==> config.mk <==
export PLATFORM = sky130hd
export DESIGN_NAME = imem_loader_flat
export DESIGN_NICKNAME = d
export VERILOG_FILES = /design/src/rtl/imem_loader_pkg.sv /design/src/rtl/imem_loader_if.sv /design/src/rtl/imem_word_packer.sv /design/src/rtl/imem_loader.sv /design/src/flat_wrapper.sv
export SDC_FILE = /design/constraint.sdc
export NUM_CORES = 1
export LEC_CHECK = 0
export BUFFER_PORTS_ARGS = -buffer_cell sky130_fd_sc_hd__clkbuf_2
export CELL_PAD_IN_SITES_DETAIL_PLACEMENT = 1
export CELL_PAD_IN_SITES_GLOBAL_PLACEMENT = 1
export CORE_MARGIN = 3
export CORE_UTILIZATION = 36
export DETAILED_ROUTE_END_ITERATION = 12
export PLACE_DENSITY_LB_ADDON = 0.1
export SETUP_SLACK_MARGIN = 0.4
export SYNTH_ARGS = -nofsm -noshare
export SYNTH_HDL_FRONTEND = slang
export SYNTH_HIERARCHICAL = 1
export SYNTH_SLANG_ARGS = --single-unit
==> constraint.sdc <==
create_clock -name CLK -period 1.9 [get_ports CLK]
set_input_delay 0.19 -clock CLK [delete_from_list [all_inputs] [get_ports CLK]]
set_output_delay 0.19 -clock CLK [all_outputs]
set_load 0.02 [all_outputs]
==> src/rtl/imem_loader_pkg.sv <==
// Shared types and constants for the instruction-memory loader.
package imem_loader_pkg;
    typedef enum logic [2:0] {S_IDLE, S_RECV, S_WRITE, S_CSUM, S_FINISH} state_t;

    localparam int INSTR_W        = 32;
    localparam int BYTES_PER_WORD = 4;

    // Limit a requested word count to what the memory can hold.
    function automatic logic [31:0] clip_count(input logic [31:0] cnt, input logic [31:0] cap);
        return (cnt > cap) ? cap : cnt;
    endfunction
endpackage

==> src/rtl/imem_loader_if.sv <==
// Byte stream in, instruction-memory write port out. master = loader side.
interface imem_loader_if #(parameter int ADDR_W = 10);
    import imem_loader_pkg::*;

    logic [7:0]         rx_data;
    logic               rx_valid;
    logic               rx_ready;
    logic               mem_we;
    logic [ADDR_W-1:0]  mem_addr;
    logic [INSTR_W-1:0] mem_wdata;

    modport master (input rx_data, rx_valid, output rx_ready, mem_we, mem_addr, mem_wdata);
    modport slave  (output rx_data, rx_valid, input rx_ready, mem_we, mem_addr, mem_wdata);
endinterface

==> src/rtl/imem_word_packer.sv <==
// Shifts bytes MSB-first into a 32-bit word; word_full marks the byte that completes it.
module imem_word_packer
    import imem_loader_pkg::*;
(
    input  logic               CLK,
    input  logic               RESET,
    input  logic               clr,
    input  logic               shift,
    input  logic [7:0]         din,
    output logic [INSTR_W-1:0] word,
    output logic               word_full
);
    logic [1:0] idx;

    always_ff @(posedge CLK or negedge RESET) begin
        if (!RESET) begin
            word <= '0;
            idx  <= '0;
        end else if (clr) begin
            word <= '0;
            idx  <= '0;
        end else if (shift) begin
            word <= {word[INSTR_W-9:0], din};
            idx  <= idx + 2'd1;
        end
    end

    assign word_full = shift && (idx == 2'(BYTES_PER_WORD - 1));
endmodule

==> src/rtl/imem_loader.sv <==
// Packs a byte stream into big-endian words and writes them to instruction memory,
// holding the CPU until the image is loaded. IMEM_LOADER_CHECKSUM_EN adds a trailing checksum byte.
module imem_loader
    import imem_loader_pkg::*;
#(
    parameter int ADDR_W  = 10,
    parameter int COUNT_W = 9
) (
    input  logic               CLK,
    input  logic               RESET,
    input  logic               start,
    input  logic [COUNT_W-1:0] word_count,
    imem_loader_if.master      bus,
    output logic               cpu_hold,
    output logic               busy,
    output logic               done,
    output logic               err
);
    localparam int          REM_W = ADDR_W - 1;
    localparam logic [31:0] CAP   = 32'(1) << (ADDR_W - 2);

    state_t               state, state_nx, after_img;
    logic [REM_W-1:0]     remaining, start_rem;
    logic [ADDR_W-1:0]    waddr;
    logic [INSTR_W-1:0]   word;
    logic                 hold_q, start_ok, accept, shift, word_full;

    assign start_ok  = (state == S_IDLE) && start;
    assign accept    = bus.rx_valid && bus.rx_ready;
    assign shift     = accept && (state == S_RECV);
    assign start_rem = REM_W'(clip_count(32'(word_count), CAP));

`ifdef IMEM_LOADER_CHECKSUM_EN
    assign after_img = S_CSUM;
`else
    assign after_img = S_FINISH;
`endif

    imem_word_packer u_packer (
        .CLK       (CLK),
        .RESET     (RESET),
        .clr       (start_ok),
        .shift     (shift),
        .din       (bus.rx_data),
        .word      (word),
        .word_full (word_full)
    );

    always_comb begin
        state_nx = state;
        unique case (state)
            S_IDLE:   if (start) state_nx = (start_rem != '0) ? S_RECV : after_img;
            S_RECV:   if (word_full) state_nx = S_WRITE;
            S_WRITE:  state_nx = (remaining != REM_W'(1)) ? S_RECV : after_img;
            S_CSUM:   if (accept) state_nx = S_FINISH;
            S_FINISH: state_nx = S_IDLE;
            default:  state_nx = S_IDLE;
        endcase
    end

    always_ff @(posedge CLK or negedge RESET) begin
        if (!RESET) begin
            state     <= S_IDLE;
            remaining <= '0;
            waddr     <= '0;
            hold_q    <= 1'b1;
        end else begin
            state <= state_nx;
            if (start_ok) begin
                remaining <= start_rem;
                waddr     <= '0;
            end else if (state == S_WRITE) begin
                remaining <= remaining - REM_W'(1);
                waddr     <= waddr + ADDR_W'(4);
            end
            // Release the CPU on the same edge that enters FINISH so it drops with done.
            if (state_nx == S_FINISH) hold_q <= 1'b0;
            else if (start_ok)        hold_q <= 1'b1;
        end
    end

`ifdef IMEM_LOADER_CHECKSUM_EN
    logic [7:0] csum, csum_chk;
    logic       err_q;

    assign csum_chk = csum + bus.rx_data;

    always_ff @(posedge CLK or negedge RESET) begin
        if (!RESET) begin
            csum  <= '0;
            err_q <= 1'b0;
        end else if (start_ok) begin
            csum  <= '0;
            err_q <= 1'b0;
        end else if (shift) begin
            csum  <= csum_chk;
        end else if (accept && state == S_CSUM) begin
            err_q <= (csum_chk != 8'd0);
        end
    end

    assign err = err_q;
`else
    assign err = 1'b0;
`endif

    assign bus.rx_ready  = (state == S_RECV) || (state == S_CSUM);
    assign bus.mem_we    = (state == S_WRITE);
    assign bus.mem_addr  = waddr;
    assign bus.mem_wdata = word;
    assign busy          = (state == S_RECV) || (state == S_WRITE) || (state == S_CSUM);
    assign done          = (state == S_FINISH);
    assign cpu_hold      = hold_q;
endmodule

==> src/flat_wrapper.sv <==
// flat-port wrapper written by rule: the top's interface ports become plain ports
module imem_loader_flat import imem_loader_pkg::*;
#(
    parameter int ADDR_W  = 10,
    parameter int COUNT_W = 9
)
  (CLK, RESET, start, word_count, cpu_hold, busy, done, err, bus_rx_data, bus_rx_valid, bus_rx_ready, bus_mem_we, bus_mem_addr, bus_mem_wdata);
  imem_loader_if #(.ADDR_W(ADDR_W)) bus_i ();
  input  logic CLK;
  input  logic RESET;
  input  logic start;
  input  logic [COUNT_W-1:0] word_count;
  output logic cpu_hold;
  output logic busy;
  output logic done;
  output logic err;
  input wire logic [$bits(bus_i.rx_data)-1:0] bus_rx_data;
  input wire logic [$bits(bus_i.rx_valid)-1:0] bus_rx_valid;
  output wire logic [$bits(bus_i.rx_ready)-1:0] bus_rx_ready;
  output wire logic [$bits(bus_i.mem_we)-1:0] bus_mem_we;
  output wire logic [$bits(bus_i.mem_addr)-1:0] bus_mem_addr;
  output wire logic [$bits(bus_i.mem_wdata)-1:0] bus_mem_wdata;
  assign bus_i.rx_data = bus_rx_data;
  assign bus_i.rx_valid = bus_rx_valid;
  assign bus_rx_ready = bus_i.rx_ready;
  assign bus_mem_we = bus_i.mem_we;
  assign bus_mem_addr = bus_i.mem_addr;
  assign bus_mem_wdata = bus_i.mem_wdata;
  imem_loader #(.ADDR_W(ADDR_W), .COUNT_W(COUNT_W)) u_core (.CLK(CLK), .RESET(RESET), .start(start), .word_count(word_count), .bus(bus_i), .cpu_hold(cpu_hold), .busy(busy), .done(done), .err(err));
endmodule
Word level (Yosys, flattened, before mapping)
Index checks and enable logic that the tools add are counted.

Output and inout bits: 48. Bits in registers: 57. Input port bits: 21.

Reductions and logical operators: 12. Add/sub/neg operators: 3. Muxes and demuxes: 17. Equality and inequality tests: 7. Magnitude comparators: 1.

Operators by type and width (number): 32-bit two-way mux (2); 9-bit two-way mux (3); 10-bit two-way mux (2); 3-bit two-way mux (5); 3-bit one-hot mux with 4 select lines (1); 10-bit by 3-bit adder with 10-bit output (second input constant) (1); 9-bit greater-than comparator (second input constant) (1); 9-bit by 1-bit inequality test with 1-bit output (second input constant) (1); 9-bit nonzero test (1); 9-bit by 1-bit subtractor with 9-bit output (second input constant) (1); 3-bit by 2-bit == test with 1-bit output (second input constant) (2); 3-bit == test (second input constant) (2); 2-bit nonzero test (3); 1-bit logical AND (4); 2-bit two-way mux (2); 3-bit by 1-bit == test with 1-bit output (second input constant) (1); 3-bit zero test (1); 1-bit logical OR (3); 2-bit by 1-bit adder with 2-bit output (second input constant) (1); 2-bit == test (second input constant) (1); 1-bit two-way mux (2).

Longest topological paths before layout
Gate-level depths: netlist of the first run.

Depth in word-level cells: 9. Depth in mapped cells: 7. Depth with buffers taken out: 6.

Cells and area by module
Netlist of the first run, hierarchy kept.

Modules (own cells, without submodules): imem_word_packer (area an instance 1427.6 µm², seq. area each 850.8 µm², cells each 112, times used 1); imem_loader (area an instance 1172.4 µm², seq. area each 526.8 µm², cells each 125, times used 1).

Least setup slack after synthesis of the first run
OpenSTA, ideal clock, no wires.

Kind: register to register. Start point: register u_core.state[2]. End point: register u_core.state[0]. Path slack: 0.137 ns. Required time: 1.774 ns. Period minus slack after synthesis: 1.763 ns. Path buffers: 2. Stages on the path, launching flop included: 8. Arrival time: 1.637 ns. Path through: dfrtp_1 nand2b_1 nor3b_1 buf_6 buf_12 and2_1 nand2b_1 a221o_1.

Longest elaborated chain between the ends: 7.

RTL lines: start: declaration (line imem_loader.sv:22) `state_t state, state_nx, after_img;`; start signal: assignment (line imem_loader.sv:68) `state <= state_nx;`; 3-bit by 1-bit == test with 1-bit output or 3-bit by 2-bit == test with 1-bit output (tied branches) (line imem_loader.sv:30, imem_loader.sv:107); 1-bit logical OR (line imem_loader.sv:107) `assign bus.rx_ready = (state == S_RECV) || (state == S_CSUM);`; 1-bit logical AND (line imem_loader.sv:29) `assign accept = bus.rx_valid && bus.rx_ready;`; 1-bit logical AND * (line imem_loader.sv:30) `assign shift = accept && (state == S_RECV);`; net u_core.shift (line imem_loader.sv:26) `logic hold_q, start_ok, accept, shift, word_full;`; 1-bit logical AND * (line imem_word_packer.sv:28) `assign word_full = shift && (idx == 2'(BYTES_PER_WORD - 1));`; net u_core.word_full (line imem_loader.sv:26); 3-bit two-way mux * (line imem_loader.sv:53) `S_RECV: if (word_full) state_nx = S_WRITE;`; 3-bit one-hot mux with 4 select lines * (line imem_loader.sv:51) `unique case (state)`; net u_core.state_nx[0] (line imem_loader.sv:22).

The timed path passes the listed nets; every way through them passes the cells marked *. A chain may end at the register's enable or synchronous reset.

Final worst setup path of the first run
Start point: register u_core.state[2]. End point: register u_core.u_packer.word[14].

Longest elaborated chain between the ends: 5.

RTL lines: 3-bit by 1-bit == test with 1-bit output or 3-bit by 2-bit == test with 1-bit output (tied branches) (line imem_loader.sv:30, imem_loader.sv:107); 1-bit logical OR (line imem_loader.sv:107); 1-bit logical AND (line imem_loader.sv:29); 1-bit logical AND * (line imem_loader.sv:30); net u_core.shift (line imem_loader.sv:26); 2-bit nonzero test (no source line) *; end signal: assignment (line imem_word_packer.sv:23) `word <= {word[INSTR_W-9:0], din};`; end: declaration (line imem_word_packer.sv:10) `output logic [INSTR_W-1:0] word,`.

Marks and branches as above.

==> results.json, run 1 <==
{
  "status": "finished, final reports clean",
  "max_slew.worst_pin.slew_ns": 0.541,
  "flow.area_growth_from_synthesis_pct": 34.3,
  "period_needed_ns": 1.57,
  "final_min_period_over_clock_period": 0.827,
  "worst_slack_ns": 0.329,
  "drt.antenna.violating_nets": 0,
  "maxCapViolCount": 0,
  "num_antenna_cells": 0,
  "synth_largest_area_cell": "dfrtp_1",
  "viasPerCell": 4.86,
  "rsz_0062_raised_after_global_routing": "true",
  "classification_of_the_worst_setup_path": "reg -> reg",
  "nNetsFinal": 346,
  "clkTransAtPathRegs_ns": 0.11,
  "clock_path_buffers": 2,
  "crit_required_ns": 2.11,
  "postSynthAreaPerCell_um2": 11.0,
  "async_reset_ff_frac": 1.00,
  "synthesis.instances": 237,
  "max_clock_freq_mhz": 636,
  "worst_skew_pair.late_latency_ns": 0.32,
  "slew_headroom": 0.639,
  "synthTopCellsByArea": "dfrtp_1 52%, mux2i_1 13%, nor2_1 6.8%",
  "std_cell_rows": 30,
  "maximum_number_of_pins_on_one_net_before_global_route_repair": 37,
  "pre_cts_slack_ns": 0.294,
  "synth_common_cells": "54 x dfrtp_1, 47 x nor2_1, 34 x mux2i_1",
  "clkSinkCount": 55,
  "number_of_global_route_vias_before_repair": 2058,
  "cp-start-kind": "flop",
  "dieArea_um2": 8280,
  "hold_violations": 0,
  "remaining_drc_errors": 0,
  "post-synth-top-count-cell": "dfrtp_1",
  "die_x_um": 91.0,
  "post_drt_wl_per_cell_um": 15.6,
  "top_level_port_count": 69,
  "hpwlAfterDp_um": 4210,
  "worst_clock_skew_ns": 0.0138,
  "synth_top_area_frac": 0.520,
  "dr_total_vias": 2030,
  "starting_density": 0.376,
  "slew_violations": 0,
  "r2r_cells": 7,
  "irDropWorstVdd_mv": 0.543,
  "routed_wire_length_um": 6500,
  "initial_antenna_violation_count": 0,
  "grt_remaining_overflow": 0,
  "crit_fanout": 6,
  "power_per_cell_area_nw_per_um2": 1560,
  "yosys_warnings": 6,
  "grt.total_usage": 0.158,
  "crit_end_category": "flop",
  "number_of_buffers_created_by_cts": 5,
  "tritoncts_clock_tree": "built",
  "master_cell_of_the_clock_root_buffer": "clkbuf_8",
  "dr.pass1.iters": 4,
  "worst_hold_path.num_cells": 3,
  "hp-class": "in -> reg",
  "critical_path_arrival_ns": 1.79,
  "final_util": 0.506,
  "synth_edf_count": 0,
  "power_total_uw": 5430,
  "setup_viol": 0,
  "ys_ff_latch": 55,
  "fin_tns_setup_ns": 0,
  "grt_first_pass_wirelength_um": 10500,
  "design.core.area_um2": 6910,
  "detailedRoute.firstIterationViolations": 40,
  "die_y_um": 91.0,
  "synth-main-ff-cell": "dfrtp_1",
  "syn_area_um2": 2600,
  "io_buffer_count": 65,
  "layout-drive-gt1-share": 0.370,
  "yosysSeqAreaShare": 0.530,
  "cellLeakagePower_uw": 0.00170,
  "gp_congestion": 0.777,
  "yosysUniqueCellTypes": 39,
  "htreeDepth": 2
}
-- what timing repair did --
item,CTS,global route
gates cloned,4,2
setup endpoints to repair,41,48
gates resized for setup,11,28
endpoints found under the hold margin,18,0
hold buffers,1,0
pin swaps,3,15
setup buffers,4,7
-- where the power goes --
group	internal [uW]	switching, uW	leakage (uW)	total, uW
clock network	399	400	0.0000558	800
logic	1250	1350	0.000936	2600
registers	1590	449	0.000708	2040
total	3240	2200	0.00170	5430
-- logic make-up after synthesis --
kind of cell               synth area share
other                               0.00144
AOI/OAI and AO/OA                    0.0621
and+or+nand+nor                       0.151
muxes                                 0.131
adders and majority gates            0.0193
xor gates and xnor gates             0.0438
buffers and inverters                0.0621
DFF                                   0.530
-- per-stage QoR --
step / hold slack, ns / instance area (um2) / instances
final: 0.113 / 3490 / 418
after global routing: 0.0987 / 3490 / 418
after CTS: 0.106 / 3290 / 409
after detailed placement: 0.202 / 3030 / 392
after global placement: 0.208 / 3030 / 392
after floorplan: -0.106 / 2630 / 239
-- sequential cells by signal, indices dropped and copies added, names as in the netlist --
register and count:
u_core/state 3, u_core/u_packer/word 32, u_core/remaining 9, u_core/u_packer/idx 2
u_core/bus.mem_addr 8, u_core/cpu_hold 1
-- cells in the final DEF (no fill, tap or decap), types with 2 or more instances in the layout --
cell type / n
nor3_1: 2
buf_8: 3
clkbuf_2: 63
nor4_2: 2
mux2i_1: 31
nor3b_4: 2
buf_6: 6
mux2i_2: 3
ha_1: 3
nor2_1: 47
o21ai_0: 2
dfrtp_2: 3
conb_1: 3
xor2_1: 10
xnor2_1: 2
o21ai_1: 2
a31oi_1: 3
clkbuf_8: 5
and3_1: 2
dfrtp_1: 51
nand4_1: 6
a21oi_1: 13
inv_1: 5
nand2_1: 6
buf_12: 4
buf_4: 10
nand3_1: 4
and2_1: 2
-- area by class of cell --
| cell class | count | area (um2) |
|---|---|---|
| clock buffers | 6 | 72.6 |
| inverters | 7 | 30.0 |
| clock inverters | 2 | 38.8 |
| fillers | 819 | 3410 |
| multi-input cells | 162 | 1170 |
| well taps | 96 | 120 |
| flip-flops and latches | 55 | 1380 |
| repair buffers | 90 | 678 |
-- metal layers --
layer / global-route usage / up-vias / wire (um)
met4: 0.0515 / 0 / 102
met2: 0.251 / 44 / 3140
li1: - / 970 / -
met1: 0.216 / 1008 / 3050
met5: 0 / - / 0
met3: 0.0340 / 8 / 218
-- path summary, 6_finish.rpt --
| check | start | to | slack [ns] |
|---|---|---|---|
| worst max-delay path | u_core/state[2]$_DFF_PN0_ | u_core/u_packer/word[14]$_DFFE_PN0P_ | 0.33 |
| worst min-delay path | bus_rx_data[2] | u_core/u_packer/word[2]$_DFFE_PN0P_ | 0.11 |
| worst max register to register | u_core/state[2]$_DFF_PN0_ | u_core/u_packer/word[14]$_DFFE_PN0P_ | 0.33 |
| worst min register to register | u_core/cpu_hold$_DFFE_PN1P_ | u_core/cpu_hold$_DFFE_PN1P_ | 0.51 |
| max in group asynchronous | RESET | u_core/bus.mem_addr[2]$_DFFE_PN0N_ | 0.93 |
| min in group asynchronous | RESET | u_core/u_packer/word[31]$_DFFE_PN0P_ | 0.38 |
-- critical path, stage by stage (launching register included) --
cell and delay (ns):
dfrtp_2 0.46, nand2b_4 0.17, nor3b_4 0.18, buf_6 0.15, buf_4 0.12, buf_12 0.12, mux2i_1 0.21, nor2_1 0.07
Note: power is estimated with default switching activity, not from simulation.
==> run 2: changes to the inputs <==
==> constraint.sdc (replaced) <==
create_clock -name CLK -period 1.4 [get_ports CLK]
set_input_delay 0.14 -clock CLK [delete_from_list [all_inputs] [get_ports CLK]]
set_output_delay 0.14 -clock CLK [all_outputs]
set_load 0.02 [all_outputs]
==> run 2 against run 1 <==
Against the previous run: the flow now finishes with violations (negative setup slack); global-route usage increased by 3.9 points; total power is 71% higher; register-to-register slack worse by 0.57 ns; utilization is 13 points higher; non-clock buffer count is 56 higher; sequential cell count is the same; critical endpoint is now u_core/u_packer/word[9]$_DFFE_PN0P_; largest cell class is now non-clock buffers; largest power group unchanged.
==> results.json, run 2 (same netlist as run 1, synthesis figures left out) <==
{
  "master_cell_of_the_clock_root_buffer": "clkbuf_8",
  "power_per_cell_area_nw_per_um2": 2110,
  "cp-start-kind": "flop",
  "worst_clock_skew_ns": 0.0137,
  "cp-endpoint": "u_core/u_packer/word[9]$_DFFE_PN0P_",
  "crit_end_category": "flop",
  "met3_usage": 0.0356,
  "hpwlAfterDp_um": 4260,
  "clkTransAtPathRegs_ns": 0.11,
  "p_clk_frac": 0.114,
  "worst_slack_ns": -0.244,
  "drt.antenna.violating_nets": 0,
  "finalHoldWorstSlack_ns": 0.0790,
  "detailedRoute.firstIterationViolations": 91,
  "max_clock_freq_mhz": 608,
  "max_slew.worst_pin.slew_ns": 0.522,
  "layout_common_cells": "57 x buf_4, 50 x dfrtp_1, 45 x nor2_1",
  "setup_viol": 57,
  "p_seq_frac": 0.301,
  "maximum_number_of_pins_on_one_net_before_global_route_repair": 56,
  "critical_path_arrival_ns": 1.85,
  "use_met1": 0.249,
  "hold_violations": 0,
  "number_of_global_route_vias_before_repair": 2468,
  "grt.total_usage": 0.198,
  "cellLeakagePower_uw": 0.00215,
  "max_stage_delay_ns": 0.41,
  "post_drt_wl_per_cell_um": 18.9,
  "worst_skew_pair.late_latency_ns": 0.31,
  "switching_share": 0.389,
  "nNetsFinal": 402,
  "die_x_um": 91.0,
  "top_level_port_count": 69,
  "viasPerCell": 4.94,
  "htreeDepth": 2,
  "intPower_uw": 5660,
  "final_design_area_no_fill_um2": 4400,
  "grt_util_met2": 0.346,
  "irDropWorstVdd_mv": 0.954,
  "num_antenna_cells": 0,
  "classification_of_the_worst_setup_path": "reg -> reg",
  "hp-class": "in -> reg",
  "place_inst": 401,
  "remaining_drc_errors": 0,
  "layout_commonest_cell": "buf_4",
  "std_cell_rows": 30,
  "dr_total_vias": 2336,
  "rsz_0062_raised_after_global_routing": "true",
  "post_dp_cell_area_um2": 3170,
  "crit_top_cell": "buf_6",
  "io_buffer_count": 65,
  "dr.pass1.iters": 4,
  "number_of_buffers_created_by_cts": 5,
  "power_total_uw": 9270,
  "routed_wire_length_um": 8920,
  "r2r-start": "u_core/state[2]$_DFF_PN0_",
  "series_of_cell_instances_along_the_critical_path": "nand2b_4 -> nor3b_4 -> buf_6 -> buf_6 -> buf_16 -> mux2i_1 -> nor2_1",
  "largest-register": "u_core/u_packer/word",
  "slew_headroom": 0.649,
  "total_switching_power_uw": 3600,
  "stdcell_count": 473,
  "final_min_period_over_clock_period": 1.17,
  "design.core.area_um2": 6910,
  "failing_checks": "negative setup slack",
  "flow.area_growth_from_synthesis_pct": 69.3,
  "logic_gate_share_of_total_power": 0.585,
  "crit_required_ns": 1.61,
  "status": "finished, violations left",
  "gp_congestion": 0.793,
  "slew_violations": 0,
  "clkSinkCount": 55,
  "gr-max-usage-layer": "met2",
  "period_needed_ns": 1.64,
  "setup.worst_path.start": "u_core/state[2]$_DFF_PN0_",
  "tritoncts_clock_tree": "built",
  "dieArea_um2": 8280,
  "layout-drive-gt1-share": 0.493,
  "maxCapViolCount": 0,
  "grt_first_pass_wirelength_um": 13000,
  "initial_antenna_violation_count": 0,
  "worst-r2r-setup-slack_ns": -0.24,
  "crit_fanout": 7,
  "timing.rr.end": "u_core/u_packer/word[9]$_DFFE_PN0P_",
  "grt_remaining_overflow": 0,
  "r2r_cells": 7,
  "starting_density": 0.376,
  "largest_register_ff_count": 32,
  "slowest_library_cell_on_the_worst_path": "dfrtp_1",
  "clock_path_buffers": 2,
  "die_y_um": 91.0
}
-- run 2: cell count changes in the layout (fill, tap and decap cells not counted), moves of 4 or more --
cell / before / now
buf_4: 10 / 57
clkbuf_2: 63 / 20
clkbuf_8: 5 / 35
buf_6: 6 / 21
buf_8: 3 / 7
nand2_1: 6 / 2
-- run 2: worst max-delay path, delay by kind of cell (launching register included) --
family	cells	cell delay, ns
mux	1	0.26
buf+inv	3	0.40
simple gates	3	0.47
flops	1	0.41
-- run 2: how the worst min path moves through the flow --
stage          cells past startpoint          start                                  to  slack [ns]
6_report                           3  word_count[4]     u_core/remaining[4]$_DFFE_PN0N_        0.08
3_3_place_gp                       2          RESET     u_core/remaining[6]$_DFFE_PN0N_        0.18
5_1_grt                            3  word_count[4]     u_core/remaining[4]$_DFFE_PN0N_        0.08
3_5_place_dp                       2          RESET     u_core/remaining[6]$_DFFE_PN0N_        0.17
4_1_cts                            3  word_count[4]     u_core/remaining[4]$_DFFE_PN0N_        0.07
2_1_floorplan                      0          RESET  u_core/bus.mem_addr[2]$_DFFE_PN0N_       -0.16
-- run 2: power groups by stage --
stage               clock network, uW  logic, uW  registers (uW)
floorplan                           0       1760            3070
global placement                    0       3020            2710
detailed placement                  0       3080            2730
CTS                              1070       4640            2700
global route                     1150       5750            2850
finish                           1060       5420            2790
-- run 2: repair_timing --
item / in CTS / in global routing
setup endpoints to repair: 97 / 100
hold buffers: 1 / 0
pin swaps: 12 / 10
gates resized for setup: 102 / 46
hold endpoints to repair: 54 / 0
cloned: 4 / 1
setup buffers: 45 / 14
-- run 2: stage by stage --
step                utilization  setup slack (ns)  setup TNS, ns
floorplan                     -            -0.237          -4.40
global placement          0.459           -0.0359         -0.580
detailed placement        0.459           -0.0754          -1.94
CTS                       0.601            -0.135          -3.26
global route              0.637            -0.339          -9.66
finish                    0.637            -0.244          -5.16
-- run 2: per-layer routing --
layer / vias up / share of wire
li1: 1085 / -
met1: 1173 / 0.41
met2: 62 / 0.53
met3: 16 / 0.038
met4: 0 / 0.024
met5: - / 0
-- run 2: final cells by class --
type	instances	area, um2
fillers	730	2500
repair buffers	146	1530
flip-flops and latches	55	1380
multi-input cells	162	1230
well taps	96	120
clock buffers	6	72.6
inverters	7	31.3
clock inverters	1	30.0
